**src/rtl/router_pkg.sv**
```systemverilog
// Shared router types: flit layout, port and state encodings, and XY route selection.
package router_pkg;

  localparam int COORD_W   = 4;
  localparam int PAYLOAD_W = 16;

  typedef enum logic [1:0] {
    HEAD_FLIT = 2'd0,
    BODY_FLIT = 2'd1,
    TAIL_FLIT = 2'd2
  } FLIT_TYPE_t;

  typedef struct packed {
    logic [COORD_W-1:0]             dst_x;
    logic [COORD_W-1:0]             dst_y;
    logic [PAYLOAD_W-2*COORD_W-1:0] info;
  } HEAD_VIEW_t;

  // Head and body flits share the payload bits; valid and type sit outside both views.
  typedef union packed {
    HEAD_VIEW_t           head;
    logic [PAYLOAD_W-1:0] data;
  } FLIT_PAYLOAD_t;

  typedef struct packed {
    logic          valid;
    FLIT_TYPE_t    ftype;
    FLIT_PAYLOAD_t payload;
  } FLIT_t;

  typedef enum logic [2:0] {
    LOCAL = 3'd0,
    NORTH = 3'd1,
    EAST  = 3'd2,
    SOUTH = 3'd3,
    WEST  = 3'd4
  } PORT_t;

  typedef enum logic [1:0] {
    IDLE    = 2'd0,
    ROUTING = 2'd1,
    ACTIVE  = 2'd2,
    WAITING = 2'd3
  } GLOBAL_STATE_t;

  typedef enum logic {
    RX_IDLE   = 1'b0,
    RX_ACTIVE = 1'b1
  } RX_STATE_t;

  // X is resolved before Y, so a packet never turns back into the X dimension.
  function automatic PORT_t xy_route(input logic [COORD_W-1:0] dst_x,
                                     input logic [COORD_W-1:0] dst_y,
                                     input logic [COORD_W-1:0] cur_x,
                                     input logic [COORD_W-1:0] cur_y);
    PORT_t port;
    if (dst_x > cur_x)      port = EAST;
    else if (dst_x < cur_x) port = WEST;
    else if (dst_y > cur_y) port = NORTH;
    else if (dst_y < cur_y) port = SOUTH;
    else                    port = LOCAL;
    return port;
  endfunction

endpackage

```
**src/rtl/flit_fifo.sv**
```systemverilog
// Circular flit buffer with occupancy count; pushes while full and pops while empty are ignored.
module flit_fifo
  import router_pkg::*;
#(
  parameter int DEPTH = 8
) (
  input  logic                     clk,
  input  logic                     reset_n,
  input  logic                     push,
  input  FLIT_t                    push_data,
  input  logic                     pop,
  output FLIT_t                    head,
  output logic [$clog2(DEPTH):0]   count,
  output logic                     full,
  output logic                     empty
);

  localparam int PTR_W = $clog2(DEPTH);
  localparam int CNT_W = PTR_W + 1;

  FLIT_t            mem [DEPTH];
  logic [PTR_W-1:0] wr_ptr;
  logic [PTR_W-1:0] rd_ptr;
  logic             do_push;
  logic             do_pop;

  assign full    = (count == CNT_W'(DEPTH));
  assign empty   = (count == '0);
  assign do_push = push && !full;
  assign do_pop  = pop && !empty;
  assign head    = mem[rd_ptr];

  // Pointer width equals log2(DEPTH), so wrap-around is the natural overflow.
  always_ff @(posedge clk) begin
    if (!reset_n) begin
      wr_ptr <= '0;
      rd_ptr <= '0;
      count  <= '0;
    end else begin
      if (do_push) wr_ptr <= wr_ptr + 1'b1;
      if (do_pop)  rd_ptr <= rd_ptr + 1'b1;
      case ({do_push, do_pop})
        2'b10:   count <= count + 1'b1;
        2'b01:   count <= count - 1'b1;
        default: count <= count;
      endcase
    end
  end

  always_ff @(posedge clk) begin
    if (do_push) mem[wr_ptr] <= push_data;
  end

endmodule

```
**src/rtl/input_unit_fsm.sv**
```systemverilog
// Router input port: reserves buffer space per packet, routes the head flit, then streams to the crossbar.
// Optional protocol checking is enabled with INPUT_UNIT_ERR_CHECK_EN.
module input_unit_fsm
  import router_pkg::*;
#(
  parameter int                 BUF_DEPTH   = 8,
  parameter int                 MAX_PKT_LEN = 8,
  parameter logic [COORD_W-1:0] X_COORD     = '0,
  parameter logic [COORD_W-1:0] Y_COORD     = '0
) (
  input  logic                       clk,
  input  logic                       reset_n,
  input  logic                       i_upstream_req,
  output logic                       o_upstream_ack,
  input  FLIT_t                      i_flit,
  output logic                       o_switch_req,
  output PORT_t                      o_out_port,
  input  logic                       i_switch_ack,
  output FLIT_t                      o_flit,
  output GLOBAL_STATE_t              o_gstate,
  output logic [$clog2(BUF_DEPTH):0] o_buf_count,
  output logic                       o_err
);

  localparam int              CNT_W   = $clog2(BUF_DEPTH) + 1;
  localparam logic [CNT_W-1:0] DEPTH_C = CNT_W'(BUF_DEPTH);
  localparam logic [CNT_W-1:0] PKT_C   = CNT_W'(MAX_PKT_LEN);

  if (BUF_DEPTH < 2 || (BUF_DEPTH & (BUF_DEPTH - 1)) != 0) begin : g_bad_depth
    $error("input_unit_fsm: BUF_DEPTH must be a power of two and at least 2");
  end
  if (MAX_PKT_LEN < 1 || MAX_PKT_LEN > BUF_DEPTH) begin : g_bad_pkt_len
    $error("input_unit_fsm: MAX_PKT_LEN must be between 1 and BUF_DEPTH");
  end

  RX_STATE_t     rx_state, rx_next;
  GLOBAL_STATE_t gstate, gstate_next;
  PORT_t         out_port_q;

  logic             rx_write;
  logic             fifo_push;
  logic             fifo_pop;
  FLIT_t            fifo_head;
  logic [CNT_W-1:0] fifo_count;
  logic             fifo_full;
  logic             fifo_empty;

  flit_fifo #(.DEPTH(BUF_DEPTH)) u_fifo (
    .clk       (clk),
    .reset_n   (reset_n),
    .push      (fifo_push),
    .push_data (i_flit),
    .pop       (fifo_pop),
    .head      (fifo_head),
    .count     (fifo_count),
    .full      (fifo_full),
    .empty     (fifo_empty)
  );

  assign rx_write       = (rx_state == RX_ACTIVE) && i_flit.valid;
  assign fifo_push      = rx_write && !fifo_full;
  assign o_upstream_ack = (rx_state == RX_IDLE) && i_upstream_req && ((DEPTH_C - fifo_count) >= PKT_C);
  assign o_out_port     = out_port_q;
  assign o_gstate       = gstate;
  assign o_buf_count    = fifo_count;

  always_ff @(posedge clk) begin
    if (!reset_n) begin
      rx_state   <= RX_IDLE;
      gstate     <= IDLE;
      out_port_q <= LOCAL;
    end else begin
      rx_state <= rx_next;
      gstate   <= gstate_next;
      if (gstate == ROUTING)
        out_port_q <= xy_route(fifo_head.payload.head.dst_x, fifo_head.payload.head.dst_y, X_COORD, Y_COORD);
    end
  end

  always_comb begin
    rx_next = rx_state;
    case (rx_state)
      RX_IDLE:   if (o_upstream_ack) rx_next = RX_ACTIVE;
      RX_ACTIVE: if (rx_write && i_flit.ftype == TAIL_FLIT) rx_next = RX_IDLE;
      default:   rx_next = RX_IDLE;
    endcase
  end

  // A head entering an empty FIFO starts routing in the same cycle it is written.
  always_comb begin
    gstate_next  = gstate;
    fifo_pop     = 1'b0;
    o_flit       = '0;
    o_switch_req = 1'b0;
    case (gstate)
      IDLE: begin
        if ((!fifo_empty && fifo_head.ftype == HEAD_FLIT) ||
            (fifo_empty && fifo_push && i_flit.ftype == HEAD_FLIT))
          gstate_next = ROUTING;
      end
      ROUTING: gstate_next = WAITING;
      WAITING: begin
        o_switch_req = 1'b1;
        if (i_switch_ack) gstate_next = ACTIVE;
      end
      ACTIVE: begin
        if (!fifo_empty) begin
          fifo_pop = 1'b1;
          o_flit   = fifo_head;
          if (fifo_head.ftype == TAIL_FLIT) gstate_next = IDLE;
        end
      end
      default: gstate_next = IDLE;
    endcase
  end

`ifdef INPUT_UNIT_ERR_CHECK_EN
  logic err_q;
  logic first_pending;
  logic err_event;

  always_comb begin
    err_event = (rx_write && fifo_full) ||
                (i_flit.valid && rx_state == RX_IDLE) ||
                (rx_write && first_pending && i_flit.ftype != HEAD_FLIT) ||
                (gstate == IDLE && !fifo_empty && fifo_head.ftype != HEAD_FLIT);
  end

  // first_pending marks that the next accepted flit must open a packet.
  always_ff @(posedge clk) begin
    if (!reset_n) begin
      err_q         <= 1'b0;
      first_pending <= 1'b0;
    end else begin
      if (err_event) err_q <= 1'b1;
      if (o_upstream_ack)  first_pending <= 1'b1;
      else if (rx_write)   first_pending <= 1'b0;
    end
  end

  assign o_err = err_q;
`else
  assign o_err = 1'b0;
`endif

endmodule

```
**config.mk**
```make
export PLATFORM = sky130hd
export DESIGN_NAME = input_unit_fsm
export DESIGN_NICKNAME = d
export VERILOG_FILES = /design/src/rtl/router_pkg.sv /design/src/rtl/flit_fifo.sv /design/src/rtl/input_unit_fsm.sv
export SDC_FILE = /design/constraint.sdc
export NUM_CORES = 1
export LEC_CHECK = 0
export BUFFER_PORTS_ARGS = -buffer_cell sky130_fd_sc_hd__buf_2
export CAP_MARGIN = 30
export CORE_MARGIN = 3
export CORE_UTILIZATION = 28
export DETAILED_ROUTE_END_ITERATION = 16
export HOLD_SLACK_MARGIN = 0.05
export SYNTH_ARGS = -nofsm -noshare
export SYNTH_HDL_FRONTEND = slang
export SYNTH_SLANG_ARGS = --single-unit
```
**constraint.sdc**
```tcl
create_clock -name clk -period 4.92 [get_ports clk]
set_clock_uncertainty 0.1 [all_clocks]
set_input_delay 0.492 -clock clk [delete_from_list [all_inputs] [get_ports clk]]
set_output_delay 0.492 -clock clk [all_outputs]
set_load 0.03 [all_outputs]
```
; ---- After elaboration in Yosys (flattened, before gate mapping)
; Memories as Yosys holds them, arrays and structs flattened. A register that Yosys moved wholly into a read port is not among the register bits.
; Cells that the tools add are included.
[word_totals]
output_inout_bits = 31
n_memories = 1
inputBits = 23
ff_bits = 16
elab_cells = 71
ram_bits = 152
[memory_table]
columns = name, depth, width, rd, rd_clocked_by_memory_dff, write_ports, line
row1 = u_fifo.mem, 8, 19, 1, 1, 1, flit_fifo.sv:21  ; FLIT_t mem [DEPTH];
[classes]
reduce_logical = 19
n_eq_ne = 12
n_mux = 22
n_lt_le_gt_ge = 5
add_sub_neg = 5
bitwise_logic = 1
[op_table]
columns = op, count
row1 = $mux W19, 2
row2 = $mux W2, 6
row3 = $mux W3, 4
row4 = $eq A2 B2 Y1 const B, 5
row5 = $logic_and A1 B1 Y1, 10
row6 = $gt A4 B1 Y1 const B, 2
row7 = $lt A4 B1 Y1 const B, 2
row8 = $ne A2 B2 Y1 const B, 4
row9 = $pmux W2 S4, 1
row10 = $pmux W4 S2, 1
row11 = $mux W1, 7
row12 = $add A3 B1 Y3 const B, 2
row13 = $logic_not A2 Y1, 3
row14 = $add A4 B1 Y4 const B, 1
row15 = $eq A2 B1 Y1 const B, 2
row16 = $eq A4 B4 Y1 const B, 1
row17 = $ge A4 B4 Y1 const B, 1
row18 = $logic_not A4 Y1, 1
row19 = $reduce_and A4 Y1, 1
row20 = $sub A4 B1 Y4 const B, 1
row21 = $sub A4 B4 Y4 const A, 1
row22 = $logic_not A1 Y1, 2
row23 = $pmux W1 S2, 1
row24 = $reduce_bool A2 Y1, 1
row25 = 2 further kinds, 2

; ---- Depth between registers and ports, before layout
; Gate-level depths: netlist of the first run.
[logic_depth]
depth_word = 8
ltp_mapped = 11
mapped_depth_nobuf = 11

; ---- Hierarchy
; From an unflattened synthesis of the first run, not the netlist that was laid out.
[unflattened]
cells_unflattened = 351
hier_area_um2 = 6904.1
[by_module_without_submodules]
columns = module, area_per_inst_um2, seq_area_each_um2, instances, cells_each
row1 = flit_fifo, 6485.0, 4824.6, 1, 294
row2 = input_unit_fsm, 419.2, 100.1, 1, 57

; ---- Least setup slack after synthesis of the first run
; Ideal clock, no wire load.
[synth_path]
path_type = flip-flop to flip-flop
start = register u_fifo.count[1]
end = memory u_fifo.mem[4][0] (netlist name) (enable)
period_less_slack_ps = 3944
path_buffers = 0
setup_slack_ps = 976
t_arrival_ps = 3393
setup_time_ps = 451
required_ps = 4369
path_stages_with_launch = 5
cell_sequence = dfxtp_1 > nor3_1 > a21oi_1 > inv_2 > nor4b_1
[synth_between]
elab_chain_len = 6
[synth_rtl]
columns = item, line
row1 = from (decl), flit_fifo.sv:13  ; output logic [$clog2(DEPTH):0] count,
row2 = from (signal assigned), flit_fifo.sv:43  ; 2'b10: count <= count + 1'b1;
row3 = from (signal assigned), flit_fifo.sv:44  ; 2'b01: count <= count - 1'b1;
row4 = from (signal assigned), flit_fifo.sv:45  ; default: count <= count;
row5 = $eq A4 B4 Y1 *, flit_fifo.sv:27  ; assign full = (count == CNT_W'(DEPTH));
row6 = $logic_not A1 Y1 *, "flit_fifo.sv:29, input_unit_fsm.sv:61"
row7 = $logic_and A1 B1 Y1, input_unit_fsm.sv:61  ; assign fifo_push = rx_write && !fifo_full;
row8 = $logic_and A1 B1 Y1 *, flit_fifo.sv:29  ; assign do_push = push && !full;
row9 = $mux W1 *, flit_fifo.sv:51  ; if (do_push) mem[wr_ptr] <= push_data;
row10 = $mux W1 (not written as such) *, flit_fifo.sv:51
row11 = to (decl), flit_fifo.sv:21
; Mark *: on every way between the ends. The rest lies on a longest branch, timed or not.

; ---- Worst setup path after layout of the first run
[layout_path]
start = register u_fifo.count[2]
end = register u_fifo.count[2]
[layout_between]
elab_chain_len = 6
word_cells_on_any_way = 15
cone_classes = add/sub: 2 / eq/ne: 3 / mux: 3 / reduce/logical: 7
[layout_rtl]
columns = item, line
row1 = $logic_not A4 Y1 *, flit_fifo.sv:28  ; assign empty = (count == '0);
row2 = $mux W1, input_unit_fsm.sv:107  ; if (!fifo_empty) begin
row3 = $mux W1, input_unit_fsm.sv:95  ; case (gstate)
row4 = $logic_and A1 B1 Y1 *, flit_fifo.sv:30  ; assign do_pop = pop && !empty;
row5 = via u_fifo.do_pop, flit_fifo.sv:25  ; logic do_pop;
row6 = $eq A2 B1 Y1 / $eq A2 B2 Y1 (equally long branches), flit_fifo.sv:42  ; case ({do_push, do_pop})
row7 = $pmux W4 S2 / $reduce_bool A2 Y1 (equally long branches), --
; Mark *: on every way through the listed nets, which the timed path passes. The rest lies on a longest branch.
; A chain may end at the register's enable or synchronous reset.

==> summary.txt, run 1 <==
Fmax: 321 MHz
Fin util: 35.0%
Setup bufs post-CTS: 0
Commonest non-fill, non-tap cells in the layout: edfxtp_1, buf_2, mux4_2
Met1 usage: 14.7%
CP Max Fanout: 20
Router iterations before antenna repair: 4
Die height: 161 µm
Reg2reg start: u_fifo.count[2]
Synth area leaders: edfxtp_1, mux4_2, dfxtp_1, mux2i_1, nor2_1
Crit path largest cell delay: 520 ps
Clk_lat worst skew: 410 ps
Global route overflow: 0
DP Area: 0.00744 mm²
Core Rows: 55
Mapped Area: 0.00670 mm²
Yosys top cell by area: edfxtp_1
Largest net degree at the start of global routing: 21
Worst VDD drop: 238 µV
Routability cong.: 0.699
Vias/cell: 4.57
GR Util met2: 17.5%
Kind of critical path: flop to flop
Gr usage total: 11.1%
Die width: 161 µm
Pleak: 2.65 nW
Pwr/cell area: 371 mW/mm²
TritonCTS Buffers: 17
Area grow syn2layout: 20.3%
Setup-failing EPs final: 0
Layout Nets: 445
Average wire per standard cell: 18.5 µm
First-pass GRT wire length: 21.5 mm
Setup TNS: 0 ps
RSZ-0062 raised after global routing: false
Hold Crit Start: i_flit[5]
Vias: 3399
Hold WS: 240 ps
Number of DRC markers in iteration 0: 236
Crit end category: flop
CTS max path bufs: 2
GRT busiest layer: met2
Hold_buf cts: 0
Top-area cell type share of the netlist area: 68.1%
Post-route DRC: 0
GR Util met3: 3.64%
Commonest non-fill, non-tap cell in the layout: edfxtp_1
Worst slew pin tran: 575 ps
Number of diodes: 0
Clock transition at path regs: 70 ps
Syn Area/Cell: 19.3 µm²
H-tree levels: 4
Cells after Synth: 347
Status: complete, no violations
Final min period: 3110 ps
Cell family with most CP delay: simple AND/OR/NAND/NOR gates
#FFs+latches synth: 170
I/O Pins: 54
HP Class: input pin to flop
Buf/Inv on CP: 2
Fin crit share: 63.2%
Slew HR: 61.4%
Starting Density: 29.1%
CP max stage cell: nor3_1
Hold Fails Final Rpt: 0
Arrival @ worst endpoint: 3350 ps
Cell area after layout: 0.00806 mm²
Die area: 0.0258 mm²
Register area share after synthesis: 73.5%
Number of distinct library cells after synthesis: 39
Port buffer count: 51
Core area: 0.0231 mm²
Max_cap viols: 0
Crit path cell chain: nor3_1 > nand2b_1 > nand2_1 > buf_4 > inv_2 > ha_1 > xor2_1 > ha_1 > a21oi_1 > xor2_1 > or3_1 > a21boi_1
Critical Path Source: u_fifo.count[2]
Post-CTS sizing: 0
Power, Total: 2.99 mW
Fin. max-slew vios: 0
Dpl hpwl: 8.55 mm
WL final: 13.7 mm
Initial antenna violation count: 1
Clock root cell: clkbuf_16
Layout cell share with drive strength beyond 1: 34.7%
TritonCTS clock tree: built
Critical Path RT: 5160 ps
Vias in the first global route: 3632
Setup crit start kind: flop
Antenna-violating nets left: 0
# clock sinks: 170
Yosys warns: 0
[cell usage after synthesis, drive strengths merged]
cell type,number
nor4b,2
conb,1
a22oi,1
nor2,22
and2,5
or3,2
xnor2,6
and3b,1
inv,2
edfxtp,152
nand2b,3
o21a,3
and3,2
mux4,38
nand4,2
nor4,2
dfxtp,18
mux2i,19
a21boi,4
a31oi,2
buf,15
a31o,1
nor3b,3
ha,5
a21o,1
mux2,1
xor2,2
nor2b,5
nor3,4
clkbuf,2
nand2,13
a21oi,4
o21ai,4
[per-layer routing]
metal	routed length [µm]	vias up
met5	20	-
met4	152	2
met3	769	14
met2	6570	84
met1	6240	1776
li1	-	1523
[kinds of logic after synthesis]
logic type | Yosys count | share of synthesized area [%]
muxes | 58 | 15.8
and+or+nand+nor | 66 | 4.99
DFF | 170 | 73.5
buffers and inverters | 19 | 1.74
xor gates and xnor gates | 8 | 1.05
other | 1 | 0.0560
AOI/OAI and AO/OA | 20 | 1.92
adders and majority gates | 5 | 0.934
[worst paths after layout]
check                                   endpoint  slack (ps)  depth (start not counted)
worst max-delay path             u_fifo.count[2]        1810                         12
worst min-delay path            u_fifo.mem[0][5]         240                          1
worst max register to register   u_fifo.count[2]        1810                         12
worst min register to register              flop         410                          2
[area by class of cell]
cell class | instances | area (µm²)
clock buffers | 24 | 543
clock inverters | 8 | 51.3
fillers | 2164 | 15000
inverters | 2 | 7.51
multi-input cells | 159 | 1710
flip-flops and latches | 170 | 4930
well taps | 313 | 392
repair buffers | 67 | 435
[power breakdown]
group / leakage (nW) / internal, mW / switching (mW)
Clock: 0.303 / 0.775 / 0.521
Combinational: 0.833 / 0.0365 / 0.0633
Sequential: 1.52 / 1.59 / 0.0104
[through the flow]
stage / setup WS, ps / cells
6_report: 1810 / 743
3_5_place_dp: 1820 / 710
2_1_floorplan: 976 / 348
5_1_grt: 1530 / 743
4_1_cts: 1720 / 742
3_3_place_gp: 1960 / 708
[flip-flops by register name, indices dropped and copies added (netlist names), named ones only]
name and cells:
o_gstate 2, rx_state 1, u_fifo.wr_ptr 3, o_out_port 2, u_fifo.mem 152, u_fifo.count 4, u_fifo.rd_ptr 3
Note: power is estimated with default switching activity, not from simulation.
==> inputs of run 2 (changes only) <==
==> constraint.sdc (replaced) <==
create_clock -name clk -period 3.25 [get_ports clk]
set_clock_uncertainty 0.1 [all_clocks]
set_input_delay 0.325 -clock clk [delete_from_list [all_inputs] [get_ports clk]]
set_output_delay 0.325 -clock clk [all_outputs]
set_load 0.03 [all_outputs]
==> summary.txt, run 2 (synthesized netlist as in run 1, its figures left out) <==
Status: complete, no violations
Clock root cell: clkbuf_16
Port buffer count: 51 (unchanged)
Starting Density: 29.1% (unchanged)
Setup-failing EPs final: 0 (unchanged)
Hold Crit Start: i_flit[4]
Largest net degree at the start of global routing: 21 (unchanged)
Crit end category: primary output
Average wire per standard cell: 18.4 µm (-0.74%)
CP Max Fanout: 11 (-45%)
Commonest non-fill, non-tap cells in the layout: edfxtp_1, buf_2, mux4_2
Global route overflow: 0 (unchanged)
Hold_buf cts: 0 (unchanged)
Post-route DRC: 0 (unchanged)
First-pass GRT wire length: 21.1 mm (-1.6%)
Fin crit share: 89.8%
H-tree levels: 4 (unchanged)
Reg2reg start: u_fifo.count[1]
Vias: 3346 (-1.6%)
Clk_lat worst skew: 420 ps (about the same)
Area grow syn2layout: 19.4%
Fin. max-slew vios: 0 (unchanged)
Pwr/cell area: 552 mW/mm² (+49%)
# clock sinks: 170 (unchanged)
Final non-filler cell total: 746 (+0.40%)
Die width: 161 µm (unchanged)
Vias/cell: 4.49 (-2.0%)
I/O Pins: 54 (unchanged)
Fmax: 343 MHz
Critical Path RT: 2820 ps (-2340 ps)
Initial antenna violation count: 1 (unchanged)
Kind of critical path: flop to primary output
Vias in the first global route: 3526 (-2.9%)
RSZ-0062 raised after global routing: false
Layout Nets: 448 (+0.67%)
Antenna-violating nets left: 0 (unchanged)
Clock transition at path regs: 70 ps (about the same)
Worst slew pin tran: 828 ps (+253 ps)
Gr usage total: 10.9% (-0.17 points)
Core Rows: 55 (unchanged)
Number of DRC markers in iteration 0: 210 (-11%)
CTS max path bufs: 2 (unchanged)
Core area: 0.0231 mm² (unchanged)
HP Class: input pin to flop
Max_cap viols: 0 (unchanged)
TritonCTS clock tree: built
Top reg by flops: u_fifo.mem
Die height: 161 µm (unchanged)
Top flop regs: u_fifo.mem x152, u_fifo.count x4
Dpl hpwl: 8.52 mm (-0.34%)
Pleak: 2.61 nW (-1.5%)
Router iterations before antenna repair: 4 (unchanged)
Setup bufs post-CTS: 0 (unchanged)
TritonCTS Buffers: 17 (unchanged)
Placed cell count: 714 (+0.56%)
Place WS: 460 ps (-1360 ps)
Arrival @ worst endpoint: 2490 ps (-860 ps)
Setup crit start kind: flop
Min-Delay Path Depth: 1 (unchanged)
Worst VDD drop: 340 µV (+43%)
Worst Slack Setup Final: 331 ps (-1480 ps)
Routability cong.: 0.703 (+0.60%)
Reg2Reg Depth: 10 (-2)
Layout cell share with drive strength beyond 1: 34.6% (about the same)
WL final: 13.7 mm (-0.33%)
Number of diodes: 0 (unchanged)
Die area: 0.0258 mm² (unchanged)
Post-CTS sizing: 0 (unchanged)
Hold Fails Final Rpt: 0 (unchanged)
Slew HR: 44.7% (-17 points)
Max FFs per register: 152 (unchanged)
Final min period: 2920 ps
Commonest non-fill, non-tap cell in the layout: edfxtp_1
run 2: cell types whose count changed in the layout (fill, tap and decap cells not counted), moves of 3 or more:
cell,previous run,this run
inv_8,0,3
buf_4,13,19
buf_16,3,0
inv_4,3,0
clkbuf_16,20,17
run 2: layout make-up:
| type | instances | area [µm²] |
|---|---|---|
| tap | 313 | 392 |
| timing repair buffer | 70 | 398 |
| multi-input combinational | 159 | 1730 |
| clock buffer | 17 | 425 |
| inverter | 2 | 7.51 |
| clock inverter | 15 | 119 |
| fill | 2135 | 15100 |
| sequential | 170 | 4930 |
run 2: report_power, final:
| group | total [mW] | switching (mW) | leakage [nW] | internal (mW) |
|---|---|---|---|---|
| Clock | 1.84 | 0.849 | 0.264 | 0.992 |
| Combinational | 0.154 | 0.0962 | 0.832 | 0.0575 |
| Sequential | 2.42 | 0.0167 | 1.52 | 2.40 |
| Total | 4.41 | 0.962 | 2.61 | 3.45 |
run 2: worst paths after layout:
| path | slack, ps | to |
|---|---|---|
| min reg2reg | 400 | u_fifo.rd_ptr[1] |
| max reg2reg | 420 | u_fifo.count[2] |
| min | 70 | u_fifo.mem[0][4] |
| max | 330 | o_flit[12] |
run 2: through the flow:
step                      setup TNS (ps)  hold slack, ps  utilization, %  instance area [µm²]  power (mW)
after detailed placement               0             388            32.3                 7450        2.62
after floorplan                    -3780             324               -                 6720        2.55
after global placement                 0             365            32.3                 7450        2.61
after CTS                              0            51.3            34.7                 8000        4.46
after global routing                   0            66.6            34.7                 8000        4.58
final                                  0            66.3            34.7                 8000        4.41
run 2: worst max-delay path, stage by stage (launching register included):
cell	delay [ps]
dfxtp_1	800
buf_4	360
mux4_2	340
mux2i_1	250
nor2_1	100
buf_2	190
run 2: layer usage:
layer	up-vias	wire length, µm	GRT usage (%)
li1	1532	-	-
met1	1732	5860	13.3
met3	13	556	2.71
met5	-	7	0
met4	2	157	3.52
met2	67	7120	18.9
